$ cat src/rtl/lc3_fetch_decode.sv
// LC-3 style fetch/decode front end: fetches one instruction at a time from a
// single-outstanding memory port, decodes it and offers it to execute with a valid/ready handshake.
module lc3_fetch_decode #(
  parameter logic [15:0] RESET_PC = 16'h3000
) (
  input  logic        clk,
  input  logic        rst,
  output logic        mem_req,
  output logic [15:0] mem_addr,
  input  logic        mem_ack,
  input  logic [15:0] mem_rdata,
  output logic        dec_valid,
  input  logic        dec_ready,
  output logic [3:0]  dec_opcode,
  output logic [2:0]  dec_dr,
  output logic [2:0]  dec_sr1,
  output logic [2:0]  dec_sr2,
  output logic        dec_imm_mode,
  output logic [15:0] dec_imm,
  output logic [15:0] dec_pc,
  output logic        dec_illegal,
  input  logic        redirect,
  input  logic [15:0] redirect_pc,
  output logic [15:0] issue_count,
  output logic [1:0]  dbg_state
);

  typedef enum logic [1:0] {
    S_FETCH  = 2'd0,
    S_WAIT   = 2'd1,
    S_DECODE = 2'd2,
    S_ISSUE  = 2'd3
  } state_t;

  state_t      r_state;
  state_t      w_next_state;
  logic [15:0] r_pc;
  logic [15:0] r_ir;
  logic [3:0]  r_opcode;
  logic [2:0]  r_dr;
  logic [2:0]  r_sr1;
  logic [2:0]  r_sr2;
  logic        r_imm_mode;
  logic [15:0] r_imm;
  logic [15:0] r_dec_pc;
  logic        r_illegal;
  logic [15:0] r_issue_count;
  logic        w_capture;
  logic        w_accept;

  // Handshake: an instruction transfers on a cycle where dec_valid && dec_ready;
  // dec_valid stays high and all dec_* fields hold until that cycle, and a
  // redirect in the same cycle cancels the transfer.
  assign w_capture = (r_state == S_WAIT) && mem_ack && !redirect;
  assign w_accept  = (r_state == S_ISSUE) && dec_ready && !redirect;

  always_ff @(posedge clk) begin
    if (rst) begin
      r_state <= S_FETCH;
    end else begin
      r_state <= w_next_state;
    end
  end

  always_comb begin
    w_next_state = r_state;
    if (redirect) begin
      w_next_state = S_FETCH;
    end else begin
      case (r_state)
        S_FETCH:  w_next_state = S_WAIT;
        S_WAIT:   if (mem_ack) w_next_state = S_DECODE;
        S_DECODE: w_next_state = S_ISSUE;
        S_ISSUE:  if (dec_ready) w_next_state = S_FETCH;
        default:  w_next_state = S_FETCH;
      endcase
    end
  end

  always_ff @(posedge clk) begin
    if (rst) begin
      r_pc          <= RESET_PC;
      r_ir          <= 16'h0000;
      r_opcode      <= 4'h0;
      r_dr          <= 3'd0;
      r_sr1         <= 3'd0;
      r_sr2         <= 3'd0;
      r_imm_mode    <= 1'b0;
      r_imm         <= 16'h0000;
      r_dec_pc      <= 16'h0000;
      r_illegal     <= 1'b0;
      r_issue_count <= 16'h0000;
    end else begin
      if (redirect) begin
        r_pc <= redirect_pc;
      end else if (w_capture) begin
        r_ir <= mem_rdata;
        r_pc <= r_pc + 16'h0001;
      end
      // PC has already advanced by the time DECODE runs, so it is the link value.
      if (!redirect && r_state == S_DECODE) begin
        r_opcode   <= r_ir[15:12];
        r_dr       <= r_ir[11:9];
        r_sr1      <= r_ir[8:6];
        r_sr2      <= r_ir[2:0];
        r_imm_mode <= r_ir[5];
        r_imm      <= {{11{r_ir[4]}}, r_ir[4:0]};
        r_dec_pc   <= r_pc;
        r_illegal  <= (r_ir[15:12] == 4'b1101);
      end
      if (w_accept) begin
        r_issue_count <= r_issue_count + 16'h0001;
      end
    end
  end

  assign mem_req      = (r_state == S_FETCH) || (r_state == S_WAIT);
  assign mem_addr     = r_pc;
  assign dec_valid    = (r_state == S_ISSUE);
  assign dec_opcode   = r_opcode;
  assign dec_dr       = r_dr;
  assign dec_sr1      = r_sr1;
  assign dec_sr2      = r_sr2;
  assign dec_imm_mode = r_imm_mode;
  assign dec_imm      = r_imm;
  assign dec_pc       = r_dec_pc;
  assign dec_illegal  = r_illegal;
  assign issue_count  = r_issue_count;
  assign dbg_state    = r_state;

endmodule

$ cat config.mk
export PLATFORM = sky130hd
export DESIGN_NAME = lc3_fetch_decode
export DESIGN_NICKNAME = d
export VERILOG_FILES = /design/src/rtl/lc3_fetch_decode.sv
export SDC_FILE = /design/constraint.sdc
export NUM_CORES = 1
export LEC_CHECK = 0
export CORE_ASPECT_RATIO = 1.25
export CORE_UTILIZATION = 47
export CTS_BUF_LIST = sky130_fd_sc_hd__clkbuf_8
export DETAILED_ROUTE_END_ITERATION = 12
export GPL_ROUTABILITY_DRIVEN = 0
export HOLD_SLACK_MARGIN = 0.1
export PLACE_DENSITY = 0.86
export SYNTH_ARGS = -nofsm -noshare
export SYNTH_HDL_FRONTEND = slang
export SYNTH_SLANG_ARGS = --single-unit
$ cat constraint.sdc
create_clock -name clk -period 2 [get_ports clk]
set_input_delay 0.6 -clock clk [delete_from_list [all_inputs] [get_ports clk]]
set_output_delay 0.6 -clock clk [all_outputs]
set_load 0.02 [all_outputs]
Yosys cells after proc, flatten, opt, wreduce, memory -nomap -nowiden:

Index checks and enable logic that the tools add are counted.

* register bits: 86
* output and inout port bits: 83
* input bits: 37
* logic and storage cells: 38

* multiplexer cells: 5
* bitwise logic cells: 1
* equality and inequality tests: 6
* add/sub/neg operators: 2
* reduce and logical (&&, ||, !) cells: 12

Operators with widths (number)
* $add 16x1->16 const B: 2
* $mux 16: 2
* $pmux 2 s4: 1
* $logic_and 1x1->1: 5
* $eq 2x2->1 const B: 2
* $eq 4x4->1 const B: 1
* $mux 2: 2
* $reduce_and 2->1: 2
* $eq 2x1->1 const B: 1
* $logic_not 2->1: 1
* $ne 2x1->1 const B: 1
* $ne 2x2->1 const B: 1
* $reduce_bool 2->1: 1
* $reduce_or 2->1: 1
* $logic_not 1->1: 1
* $logic_or 1x1->1: 1
* $not 1->1: 1

Longest topological paths before layout:

* depth in word-level cells: 5
* gate-level depth with buffers: 8
* depth with buffers taken out: 6

Worst setup path before layout:

OpenSTA, ideal clock, no wires.

* kind: reg2reg
* start point: reg r_state[1] (netlist: dbg_state[1])
* end point: reg r_issue_count[15] (netlist: issue_count[15])
* stages on the path, launching flop included: 6
* path slack: -0.157 ns
* buffers on the path: 0
* clock period less this slack: 2.157 ns
* data required time: 1.930 ns
* arrival time: 2.086 ns
* path through: dfxtp_1 ha_1 nand4b_4 or4_4 or3_1 a21oi_1

* cells in the longest elaborated chain, start to end: 3

RTL lines
* start, declared: RTL line 35 `state_t r_state;`
* start signal, assigned: RTL line 61 `r_state <= w_next_state;`
* $eq 2x2->1
* via dec_valid: RTL line 12 `output logic dec_valid,`
* $logic_and 1x1->1 (2 in series): RTL line 55 `assign w_accept = (r_state == S_ISSUE) && dec_ready && !redirect;`
* end signal, assigned: RTL line 112 `r_issue_count <= r_issue_count + 16'h0001;`
* end, declared: RTL line 47 `logic [15:0] r_issue_count;`

The timed path passes the listed nets, and every way through them passes these cells.
A chain may end at the register's enable or synchronous reset.

Worst setup path in the final report:

* start point: reg r_state[0] (netlist: dbg_state[0])
* end point: out dec_valid

* cells in the longest elaborated chain, start to end: 1

RTL lines
* $eq 2x2->1: RTL line 119 `assign dec_valid = (r_state == S_ISSUE);`
* end, declared: RTL line 12

No other way between the ends.

==> metrics <==
post-synthesis adder-cell area fraction=0.02135; mapped cell area=3516 um^2; Worst Max-Slew Pin Slew=0.3944 ns; Worst Path Max Fanout=6; Worst-path clk slew=0.08 ns; Slew Limit Fails=0; warnings from Yosys=0; period utilisation layout=0.9773; EDFF count, synth=0; proportion of synthesized area in mux cells=0.005694; Worst IR Drop VDD=449.5 uV; Final Instance Area=5089 um^2; clock period minus final worst setup slack=1.955 ns; simple-gate portion of the synthesized area=0.2534; most instantiated cells after synthesis=nand2_1 (110), dfxtp_1 (83), a21oi_1 (57), nor2_1 (25), clkbuf_1 (22); area of the multi-input gates=1642 um^2; fill count=569; Final Core Density=0.7163; status=completed; final setup violating endpoints=0; Relative slew margins=0.7303; first-pass GRT wire length=15300 um; Syn Nets=475; largest family of logic cells by synthesized area=simple AND/OR/NAND/NOR gates; area grow syn2layout=44.73%; die width=79.36 um; port bufs=119; Die Height=98.70 um; PwrDens=611.7 nW/um^2; Critical Path AT=1.35 ns; largest net degree at the start of global routing=42; layout cells sized above 1=0.1109; sw frac=0.2587; RSZ-0062 raised after global routing=false; Compound-Gate Fraction of Synth Area=0.1253; root buffer cell=clkbuf_8; clock latency on the worst-skew pair=0.34 ns; Synth Area per Inst=8.139 um^2; vias per inst=5.254; ANT cells=0; WP data required=1.40 ns; postcts setup bufs=0; leak pwr=2.076 nW; top cells by area, synth=dfxtp_1 (47%), nand2_1 (12%), a21oi_1 (8.1%); Gate power share=0.111; post-DP HPWL=6775 um; Sink Count=83; initial antenna violation count=0; Max Root-Sink Buffers=2; Initial DRC Count=113; sequential-to-total area share from yosys stat=0.4726; DR WL/cell=14.14 um; met3 Usage GRT=0.06481; Total GRT Usage=0.2454; cell count after synthesis=432; Total Routed Length=9180 um; core region area=7104 um^2; Final nets=597; post-route setup slack=0.04538 ns; CP startpoint kind=register; Buf/Inv on CP=2; Max-cap violations=0; Largest delay share family, worst path=buffers and inverters; FMAX=0.5116 GHz; Top Ports=120; CP Capture Type=primary output; H-tree levels=3; Internal=2.308 mW; DP Area=4927 um^2; CP Class=reg2out; Seq cells post-synth=83; drt first pass iters=4; Synth Flop Type=dfxtp_1; Final Hold Vio Count=0; Clk pwr share=0.337; HP Class=reg2reg; share of flip-flops with an asynchronous set or reset=0; CTS Buf Count=9; Routed Antenna Nets=0; vias=3410; leading cell type by number of instances after synthesis=nand2_1; CP max stage cell=dfxtp_4; Worst Skew=0.01081 ns; post-synthesis xor/xnor area fraction=0.05480; residual DRC count=0; die area=7833 um^2; GR peak layer=met2; NetSw=0.8053 mW; TritonCTS clock tree=done; top cell type by total area after synthesis=dfxtp_1; sequence of cells on the critical path=buf_4 -> ha_4 -> dlygate4sd2_1; met1 GRT Util=0.2665; Remaining Overflow, GRT=0; CP peak stage delay=0.37 ns; dpl ws=-0.3980 ns; starting density of the core=0.4949; Reg area=1668 um^2; Yosys top cell area share=0.4726; Sequential Power Share=0.552; Yosys cell types=35; Global Route met2 Usage=0.4397; Rows=34; vias in the first global route=3401
[routing by layer]
metal	vias to the layer above	wire length, um
met5	-	0
met4	0	215
met2	118	4624
met1	1578	3685
li1	1691	-
met3	23	655
[worst register-to-register path: stages, from the launching register on]
cell      delay [ns]
dfxtp_4         0.37
buf_4           0.12
ha_4            0.17
nand4b_4        0.12
or4_4           0.46
or3_1           0.36
a21oi_1         0.14
[sequential cells by signal, summed over array words and instances, names as in the netlist]
name,count
dec_sr2,2
dec_imm,3
issue_count,16
dec_imm_mode,1
dec_sr1,3
dec_opcode,4
dec_illegal,1
dec_dr,3
dec_pc,16
mem_addr,16
dbg_state,2
r_ir,16
[stage by stage]
| step | power, mW | hold slack, ns | TNS [ns] | cells |
|---|---|---|---|---|
| global placement | 2.101 | 0.4383 | -2.341 | 633 |
| detailed placement | 2.110 | 0.4451 | -4.420 | 633 |
| global route | 3.238 | 0.4733 | 0 | 649 |
| floorplan | 1.905 | 0.4321 | 0 | 432 |
| CTS | 3.126 | 0.4543 | -0.01419 | 649 |
| finish | 3.113 | 0.4502 | 0 | 649 |
[cells by family (layout without fill, tap and decap cells)]
kind of cell,Yosys count,in the layout
adder cells (fa/ha/maj),6,6
AO/OA/AOI/OAI,80,80
buffers and inverters,47,174
XOR/XNOR,22,22
AND/OR/NAND/NOR,192,192
flip-flops,83,83
multiplexers,2,2
[repair_timing]
action,4_1_cts,5_1_grt
hold buffers,0,0
endpoints found under the setup margin,36,9
pin swaps,1,0
resized for setup,41,16
[layout make-up]
class / count / area share
flip-flops and latches: 83 / 0.3278
multi-input cells: 302 / 0.3226
repair buffers: 152 / 0.2896
clock buffers: 9 / 0.02434
well taps: 90 / 0.02213
clock inverters: 7 / 0.009098
inverters: 6 / 0.004426
[power by group through the flow]
stage	clock network, mW	registers (mW)	logic [mW]
2_1_floorplan	0	1.79	0.118
3_3_place_gp	0	1.76	0.345
3_5_place_dp	0	1.76	0.353
4_1_cts	1.06	1.72	0.343
5_1_grt	1.14	1.72	0.373
6_report	1.05	1.72	0.347
[cells in the final DEF, fill, tap and decap left out, types with 3 or more instances in the layout]
master,n
clkdlybuf4s50_1,74
dlygate4sd2_1,35
buf_12,5
nor3_1,6
a211oi_1,7
o21ai_0,9
and4_1,5
nand3_1,10
nor2_1,25
xor2_1,17
and3_1,4
or3_1,7
clkbuf_8,9
xnor2_1,5
nand2_1,110
a21oi_1,57
a311oi_1,4
inv_1,6
dlymetal6s2s_1,8
dfxtp_1,80
nand4_1,14
ha_1,3
buf_4,28
[worst paths after layout]
path	from	endpoint	slack, ns	cells after the start
setup reg to reg	dbg_state[0]$_SDFFE_PP0P_	issue_count[15]$_SDFFE_PP0P_	0.20	6
setup / recovery	dbg_state[0]$_SDFFE_PP0P_	dec_valid	0.05	3
hold / removal	r_ir[4]$_SDFFE_PP0P_	dec_imm[4]$_SDFFE_PP0P_	0.45	2
hold reg to reg	r_ir[4]$_SDFFE_PP0P_	dec_imm[4]$_SDFFE_PP0P_	0.45	2
(Power assumes the default switching activity.)
